## src/rtl/if_id_queue_if.sv

```systemverilog
// Fetch-packet type shared by fetch, the IF/ID queue and decode, plus the
// interface bundling the queue's fetch/decode-side signals.
package if_id_pkg;

  typedef struct packed {
    logic [31:0] pc;
    logic [31:0] instruction;
    logic [31:0] pc_plus4;
    logic        valid_if_id;
  } if_id_reg_t;

  localparam logic [31:0] NOP_INSN = 32'h0000_0013;

endpackage

interface if_id_queue_if #(
  parameter int DEPTH = 4
);
  import if_id_pkg::*;

  if_id_reg_t                   if_in;
  logic                         flush;
  logic                         id_stall;
  if_id_reg_t                   id_out;
  logic                         fetch_stall;
  logic [$clog2(DEPTH):0]       count;

  // master: the pipeline side driving fetch packets and control
  modport master (
    output if_in, flush, id_stall,
    input  id_out, fetch_stall, count
  );

  // slave: the queue itself
  modport slave (
    input  if_in, flush, id_stall,
    output id_out, fetch_stall, count
  );

endinterface

```

## src/rtl/if_id_queue.sv

```systemverilog
// IF/ID decoupling queue: circular FIFO of fetch packets with registered
// back-pressure to fetch and single-cycle flush on branch redirect.
module if_id_queue
  import if_id_pkg::*;
#(
  parameter int DEPTH = 4
) (
  input  logic          clk,
  input  logic          reset,
  if_id_queue_if.slave  q
);

  localparam int PW = $clog2(DEPTH);
  localparam int CW = PW + 1;

  if_id_reg_t     mem_q [DEPTH];
  logic [PW-1:0]  rd_ptr_q, rd_ptr_d;
  logic [PW-1:0]  wr_ptr_q, wr_ptr_d;
  logic [CW-1:0]  count_q, count_d;
  logic           enq, deq;
  logic           full;

  // Full is taken from registered count only, so id_stall never reaches pc_stall.
  assign full          = (count_q == CW'(DEPTH));
  assign q.fetch_stall = full;
  assign q.count       = count_q;

  assign enq = q.if_in.valid_if_id && !full && !q.flush;
  assign deq = (count_q != '0) && !q.id_stall && !q.flush;

  always_comb begin
    rd_ptr_d = rd_ptr_q;
    wr_ptr_d = wr_ptr_q;
    count_d  = count_q;
    if (q.flush) begin
      rd_ptr_d = '0;
      wr_ptr_d = '0;
      count_d  = '0;
    end else begin
      if (enq) wr_ptr_d = wr_ptr_q + PW'(1);
      if (deq) rd_ptr_d = rd_ptr_q + PW'(1);
      count_d = count_q + CW'(enq) - CW'(deq);
    end
  end

  // NOTE: state registers use non-blocking assignments so every flop samples
  // the pre-edge values of its neighbours regardless of process order.
  always_ff @(posedge clk) begin
    if (!reset) begin
      rd_ptr_q <= '0;
      wr_ptr_q <= '0;
      count_q  <= '0;
    end else begin
      rd_ptr_q <= rd_ptr_d;
      wr_ptr_q <= wr_ptr_d;
      count_q  <= count_d;
    end
  end

  // NOTE: the storage array has no reset; entries are only visible through
  // count/rd_ptr, which are reset, so stale contents are never presented.
  always_ff @(posedge clk) begin
    if (enq) mem_q[wr_ptr_q] <= q.if_in;
  end

  // NOTE: every field gets a default before the conditional override, so no
  // latch is inferred for the output packet.
  always_comb begin
    q.id_out.pc          = '0;
    q.id_out.instruction = NOP_INSN;
    q.id_out.pc_plus4    = '0;
    q.id_out.valid_if_id = 1'b0;
    if ((count_q != '0) && !q.flush) begin
      q.id_out             = mem_q[rd_ptr_q];
      q.id_out.valid_if_id = 1'b1;
    end
  end

endmodule

```

## src/flat_wrapper.sv

```systemverilog
// flat-port wrapper written by rule: the top's interface ports become plain ports
module if_id_queue_flat import if_id_pkg::*;
#(
  parameter int DEPTH = 4
)
  (clk, reset, q_if_in, q_flush, q_id_stall, q_id_out, q_fetch_stall, q_count);
  if_id_queue_if #(.DEPTH(DEPTH)) q_i ();
  input  logic clk;
  input  logic reset;
  input wire logic [$bits(q_i.if_in)-1:0] q_if_in;
  input wire logic [$bits(q_i.flush)-1:0] q_flush;
  input wire logic [$bits(q_i.id_stall)-1:0] q_id_stall;
  output wire logic [$bits(q_i.id_out)-1:0] q_id_out;
  output wire logic [$bits(q_i.fetch_stall)-1:0] q_fetch_stall;
  output wire logic [$bits(q_i.count)-1:0] q_count;
  assign q_i.if_in = q_if_in;
  assign q_i.flush = q_flush;
  assign q_i.id_stall = q_id_stall;
  assign q_id_out = q_i.id_out;
  assign q_fetch_stall = q_i.fetch_stall;
  assign q_count = q_i.count;
  if_id_queue #(.DEPTH(DEPTH)) u_core (.clk(clk), .reset(reset), .q(q_i));
endmodule
```

## config.mk

```make
export PLATFORM = sky130hd
export DESIGN_NAME = if_id_queue_flat
export DESIGN_NICKNAME = d
export VERILOG_FILES = /design/src/rtl/if_id_queue_if.sv /design/src/rtl/if_id_queue.sv /design/src/flat_wrapper.sv
export SDC_FILE = /design/constraint.sdc
export NUM_CORES = 1
export LEC_CHECK = 0
export ABC_CLOCK_PERIOD_IN_PS = 5900
export BUFFER_PORTS_ARGS = -buffer_cell sky130_fd_sc_hd__buf_2
export CAP_MARGIN = 10
export CORE_MARGIN = 8
export CORE_UTILIZATION = 40
export CTS_BUF_LIST = sky130_fd_sc_hd__clkbuf_2
export DETAILED_ROUTE_END_ITERATION = 10
export PLACE_DENSITY_LB_ADDON = 0.3
export SLEW_MARGIN = 20
export SYNTH_ARGS = -nofsm -noshare
export SYNTH_HDL_FRONTEND = slang
export SYNTH_SLANG_ARGS = --single-unit
```

## constraint.sdc

```tcl
create_clock -name clk -period 5.9 [get_ports clk]
set_clock_uncertainty 0.15 [all_clocks]
set_input_delay 0.885 -clock clk [delete_from_list [all_inputs] [get_ports clk]]
set_output_delay 0.885 -clock clk [all_outputs]
set_load 0.01 [all_outputs]
```

---- Yosys cells after proc, flatten, opt, wreduce, memory -nomap -nowiden ----
Memory sizes are Yosys's and may differ from the RTL's. A register that Yosys moved wholly into a read port is not among the register bits.
Cells that the tools add are included.
storage, ports and cells
  memories kept ........................... 1
  word-level logic and storage cells ...... 25
  register bits ........................... 7
  RAM bits ................................ 388
  output and inout port bits .............. 101
  bits of input ports ..................... 101
memory list
  memory        depth  width  read ports  clocked after Yosys merged registers in  write ports  RTL line           text
  u_core.mem_q  4      97     1           1                                        1            if_id_queue.sv:16  if_id_reg_t mem_q [DEPTH];
cells by class
  reduce and logical (&&, ||, !) cells .... 10
  bitwise operators ....................... 1
  multiplexer cells ....................... 5
  $add $sub $neg .......................... 4
  equality and inequality tests ........... 1
operators with widths
  kind                   count
  $mux W97               1
  $logic_and A1 B1 Y1    5
  $add A2 B1 Y2 const B  2
  $mux W2                2
  $add A3 B1 Y3          1
  $eq A3 B3 Y1 const B   1
  $logic_not A1 Y1       3
  $reduce_bool A3 Y1     1
  $sub A3 B1 Y3          1
  $mux W1                2
  $reduce_or A2 Y1       1
  $not A1 Y1             1

---- Logic depth before layout (Yosys ltp) ----
Gate-level depths: netlist of run 1.
  depth in word-level cells ............... 6
  gate-level depth with buffers ........... 10
  depth with buffers taken out ............ 10

---- Worst setup path after synthesis of run 1 ----
Ideal clock, no wire load.
  path type ............................... input -> register
  start ................................... in q_flush
  end ..................................... mem u_core.mem_q[0][10] (netlist name), enable pin
  buffers on the path ..................... 1
  cell stages on the path ................. 3
  setup time .............................. 466 ps
  required time ........................... 5,284 ps
  setup slack ............................. 1,682 ps
  data arrival time ....................... 3,602 ps
  cells stage by stage .................... buf_6 -> nor3_1 -> and2_1
between the ends
  cells in the longest elaborated chain, start to end .. 4
RTL lines
  element                        RTL line            text
  start, declared                flat_wrapper.sv:11  input wire logic [$bits(q_i.flush)-1:0] q_flush;
  $logic_not A1 Y1               if_id_queue.sv:28   assign enq = q.if_in.valid_if_id && !full && !q.flush;
  $logic_and A1 B1 Y1            if_id_queue.sv:28
  net u_core.enq                 if_id_queue.sv:20   logic enq, deq;
  $mux W1                        if_id_queue.sv:63   if (enq) mem_q[wr_ptr_q] <= q.if_in;
  $mux W1 (implied by the code)  if_id_queue.sv:63
  end, declared                  if_id_queue.sv:16
The timed path passes the listed nets, and every way through them passes these cells.

==> results of run 1 <==
[cells by family (layout without fill, tap and decap cells)]
logic type / count (synthesis) / count (layout) / synth area share
fa+ha+maj: 7 / 7 / 0.00635
mux: 96 / 96 / 0.144
buf+inv: 41 / 477 / 0.0147
compound gates: 9 / 9 / 0.00318
flops: 393 / 393 / 0.782
xor+xnor: 1 / 1 / 0.000585
other cells: 0 / 2 / 0
simple gates: 116 / 116 / 0.0482
[final timing paths]
check,startpoint,endpoint,depth (start not counted)
worst max-delay path,flop,q_id_out[56],4
worst min-delay path,reset,u_core.rd_ptr_q[0]$_SDFFE_PP0P_,3
worst max register to register,u_core.q.count[1]$_SDFF_PP0_,u_core.mem_q[3][4]$_DFFE_PP_,4
worst min register to register,u_core.rd_ptr_q[1]$_SDFFE_PP0P_,flop,2
[sequential cells by signal, summed over array words and instances (netlist names), named ones only]
signal           count
u_core.mem_q       384
u_core.q.count       3
u_core.rd_ptr_q      2
u_core.wr_ptr_q      2
[per-stage QoR]
stage	hold WS (ns)	cells	cell area (um^2)	util
2_1_floorplan	0.309	663	15000	-
3_5_place_dp	0.327	1316	16500	0.444
6_report	0.237	1575	18300	0.492
5_1_grt	0.0892	1575	18300	0.492
3_3_place_gp	0.307	1316	16500	0.444
4_1_cts	0.0234	1573	18300	0.492
[metal layers]
metal,share of wire,GRT usage,vias to the layer above
li1,-,-,3515
met1,0.43,0.180,3946
met2,0.49,0.234,235
met3,0.062,0.0498,55
met4,0.020,0.0547,2
met5,0.00032,0,-
[power by group through the flow]
stage,Combinational (mW),Clock [mW],Sequential (mW)
after floorplan,0.0992,0,3.19
after global placement,0.210,0,3.18
after detailed placement,0.215,0,3.19
after CTS,0.269,1.76,3.12
after global routing,0.289,1.89,3.13
final,0.263,1.66,3.12
[tightest hold or removal path, cell delays in order]
cell and delay, ns:
buf_2 0.10, nand2b_1 0.23, a21oi_1 0.07
[timing repair]
action | in CTS | in global routing
endpoints found under the hold margin | 387 | 0
endpoints found under the setup margin | 0 | 0
hold buffers | 98 | 0
resized for setup | 0 | 0
[cell usage in the layout, fill, tap and decap left out, drive strengths merged, types with 2 or more instances in the layout]
cell / synthesis / final
mux4: 96 / 96
ha: 6 / 6
inv: 7 / 11
and2: 98 / 98
clkinv: 0 / 22
nor3: 4 / 4
a21oi: 5 / 5
or3: 5 / 5
buf: 18 / 213
clkinvlp: 0 / 2
o21ai: 3 / 3
clkbuf: 16 / 130
diode: 0 / 2
edfxtp: 384 / 384
nor2: 4 / 4
dfxtp: 9 / 9
dlygate4sd3: 0 / 98
[area by class of cell]
cell class,count,area (um^2),share of cell area
flip-flops and latches,393,11700,0.640
multi-input cells,229,3050,0.167
repair buffers,311,2110,0.115
clock buffers,130,651,0.0355
well taps,474,593,0.0324
clock inverters,29,151,0.00827
inverters,7,26.3,0.00143
diodes,2,5.00,0.000273
==> flow_metrics.tcl, run 1 <==
set metrics [dict create \
    status "completed" \
    arrival_ns 3.26 \
    swShare 0.231 \
    grt_pass1_vias 8711 \
    grtUsageTotal 0.145 \
    clkTransAtPathRegs_ns 0.11 \
    async_flop_share 0 \
    cts_tree "built" \
    grt_max_degree 61 \
    path_class "reg2out" \
    crit_slowest_cell "dfxtp_4" \
    fill_cells 3142 \
    hold_class "in2reg" \
    cp-start-kind "flop" \
    cts_root_buffer "clkbuf_2" \
    die_h_um 209 \
    endpoint_kind "primary output" \
    intPower_mw 3.88 \
    wirelength_um 31600 \
    io_pins 202 \
    maxCapViolCount 0 \
    synth_edf_count 384 \
    cts_setup_buffers 0 \
    cts_buffers 98 \
    p_clk_frac 0.330 \
    dpl.hpwl_um 18600 \
    p_leak_nw 6.49 \
    antenna_found_initial 5 \
    insertion_delay_ns 0.92 \
    synth_area_leaders "edfxtp_1 (77%), mux4_2 (14%), and2_1 (4.1%)" \
    fp-row-count 71 \
    setup_tns_ns 0 \
    critPathBufInv 2 \
    layout_min_cycle_time_ns 4.29 \
    critPathMaxStageDelay_ns 0.84 \
    synth_area_um2 15000 \
    finalSetupViolations 0 \
    seq_area_frac_synth 0.782 \
    fp.dieW_um 209 \
    slew_viol_final 0 \
    vdd_drop_max_v 0.000147 \
    layout-drive-gt1-share 0.417 \
    synth_nets 771 \
    worst_slew_pin_slew_ns 0.946 \
    path_max_fanout 34 \
    maxClockFrequency_mhz 233 \
    report.power.total_mw 5.05 \
    syn2layout_area_growth_pct 22.4 \
    crit_family "flip-flops" \
    io_buffers 201 \
    h-tree-depth 3 \
    yosysWarnings 0 \
    post-place-ws_ns 2.30 \
    post-route-period-util 0.727 \
    remaining_drc_errors 0 \
    reg2reg_slack_ns 2.87 \
    hold_viol_final 0 \
    wl_per_cell_um 20.1 \
    combinationalPowerShare 0.052 \
    synth_top_area_cell "edfxtp_1" \
    ys_seq_elements 393 \
    initial_core_util 0.402 \
    cts_sinks 393 \
    p_seq_frac 0.618 \
    dr.pass1.iters 5 \
    synthDistinctLibCells 23 \
    clockBufferDepth 3 \
    maxSlewHeadroom 0.370 \
    vias 7753 \
    required_ns 4.87 \
    grt_pass1_wl_um 48800 \
    drt_iter0_drc 403 \
    synth_most_common_cell "edfxtp_1" \
    syn-mean-instance-area_um2 22.6 \
    nNetsFinal 1148 \
    viasPerCell 4.92 \
    ant_nets 0 \
    synth_ff_type "edfxtp_1" \
    rsz0062_at_grt "no" \
    overflow 0 \
    synthCells 663 \
    die-area_um2 43900 \
    powerDensity_nw_per_um2 276 \
    core_area_um2 37200 \
    cp_cell_sequence "buf_4 > mux4_2 > and2_1 > buf_2" \
    fin_ws_ns 1.61 \
    synth_commonest_cells "edfxtp_1 (384), and2_1 (98), mux4_2 (96), clkbuf_1 (16), buf_2 (11)" \
    gp_congestion 0.685 \
    synth_top_area_frac 0.770 \
    power_switching_mw 1.17 \
]
Note: power is estimated with default switching activity, not from simulation.
==> run 2, diff against run 1 <==
--- a/config.mk
+++ b/config.mk
@@ -5,7 +5,7 @@
 export SDC_FILE = /design/constraint.sdc
 export NUM_CORES = 1
 export LEC_CHECK = 0
-export ABC_CLOCK_PERIOD_IN_PS = 5900
+export ABC_CLOCK_PERIOD_IN_PS = 3550
 export BUFFER_PORTS_ARGS = -buffer_cell sky130_fd_sc_hd__buf_2
 export CAP_MARGIN = 10
 export CORE_MARGIN = 8
==> constraint.sdc (replaced) <==
create_clock -name clk -period 3.55 [get_ports clk]
set_clock_uncertainty 0.15 [all_clocks]
set_input_delay 0.5325 -clock clk [delete_from_list [all_inputs] [get_ports clk]]
set_output_delay 0.5325 -clock clk [all_outputs]
set_load 0.01 [all_outputs]
==> flow_metrics.tcl, run 2 (synthesized netlist as in run 1, its figures left out) <==
set metrics [dict create \
    post-place-ws_ns 0.835 \
    maxClockFrequency_mhz 306 \
    dpl_cell_area_um2 16700 \
    hold_viol_final 0 \
    nNetsFinal 1169 \
    antenna_found_initial 3 \
    ant_nets 0 \
    overflow 0 \
    p_leak_nw 6.64 \
    dr.pass1.iters 4 \
    h-tree-depth 3 \
    vdd_drop_max_v 0.000251 \
    combinationalPowerShare 0.054 \
    grtUsageTotal 0.150 \
    post-route-period-util 0.922 \
    clockBufferDepth 3 \
    remaining_drc_errors 0 \
    grt_pass1_wl_um 50400 \
    finalNonFillerCells 1593 \
    final_common_cell "edfxtp_1" \
    worst_slew_pin_slew_ns 0.744 \
    path_class "reg2out" \
    syn2layout_area_growth_pct 24.4 \
    cts_root_buffer "clkbuf_2" \
    drt_iter0_drc 446 \
    die_h_um 209 \
    cts_tree "built" \
    wirelength_um 32500 \
    cp-start-kind "flop" \
    cts_buffers 99 \
    p_clk_frac 0.329 \
    report.power.total_mw 8.39 \
    fp.dieW_um 209 \
    initial_core_util 0.402 \
    clkTransAtPathRegs_ns 0.09 \
    fin_hold_ws_ns 0.173 \
    final_cell_mix "edfxtp_1 (384), buf_2 (201), clkbuf_2 (137)" \
    layout_min_cycle_time_ns 3.27 \
    path_max_fanout 50 \
    swShare 0.227 \
    cts_sinks 393 \
    core_area_um2 37200 \
    die-area_um2 43900 \
    rsz0062_at_grt "no" \
    endpoint_kind "primary output" \
    maxCapViolCount 0 \
    io_pins 202 \
    arrival_ns 2.59 \
    largest_reg_flops 384 \
    layout-drive-gt1-share 0.427 \
    grt_pass1_vias 9043 \
    gp_congestion 0.696 \
    setup_tns_ns 0 \
    fp-row-count 71 \
    dpl.hpwl_um 18900 \
    maxSlewHeadroom 0.504 \
    dp_cells 1323 \
    grt_max_degree 55 \
    fin_ws_ns 0.278 \
    top_register "u_core.mem_q" \
    insertion_delay_ns 0.92 \
    vias 7867 \
    status "completed" \
    p_seq_frac 0.618 \
    finalSetupViolations 0 \
    powerDensity_nw_per_um2 451 \
    power_switching_mw 1.91 \
    required_ns 2.87 \
    viasPerCell 4.94 \
    io_buffers 201 \
    finalInstanceArea_um2 18600 \
    slew_viol_final 0 \
    wl_per_cell_um 20.4 \
    intPower_mw 6.48 \
    hold_class "in2reg" \
    final_util 0.500 \
]
==> run 2: critical path, cell delays in order (launching register included) <==
cell	delay (ns)
dfxtp_1	0.38
nor3_2	0.54
nor2_4	0.04
buf_4	0.32
and2_1	0.24
buf_2	0.15
==> run 2: area by class of cell <==
type | count | area (um^2)
clock inverters | 19 | 105
flip-flops and latches | 393 | 11700
multi-input cells | 229 | 3050
inverters | 7 | 26.3
diodes | 3 | 7.51
repair buffers | 331 | 2420
fillers | 3130 | 18600
well taps | 474 | 593
clock buffers | 137 | 686
==> run 2: power groups by stage <==
| stage | combinational [mW] | clock, mW | sequential [mW] |
|---|---|---|---|
| after floorplan | 0.165 | 0 | 5.29 |
| after global placement | 0.354 | 0 | 5.29 |
| after detailed placement | 0.361 | 0 | 5.29 |
| after CTS | 0.460 | 2.91 | 5.19 |
| after global routing | 0.494 | 3.12 | 5.19 |
| final | 0.450 | 2.76 | 5.18 |
==> run 2: final timing paths <==
check | startpoint | endpoint | slack [ns] | cells past startpoint
setup / recovery | u_core.q.count[1]$_SDFF_PP0_ | q_id_out[15] | 0.28 | 5
hold reg to reg | u_core.rd_ptr_q[1]$_SDFFE_PP0P_ | flop | 0.35 | 2
setup reg to reg | u_core.q.count[1]$_SDFF_PP0_ | u_core.q.count[2]$_SDFF_PP0_ | 0.97 | 10
hold / removal | q_if_in[79] | u_core.mem_q[0][79]$_DFFE_PP_ | 0.17 | 2
==> run 2: routing by layer <==
metal	GRT usage	routed length, um
met1	0.180	13700
met2	0.251	16000
met3	0.0519	2290
met4	0.0493	515
met5	0	12
==> run 2: repair_timing <==
action                                 4_1_cts  5_1_grt
setup endpoints to repair                   88        1
setup buffers                                7        0
endpoints found under the hold margin      393        0
hold buffers                               104        0
resized for setup                            1        1
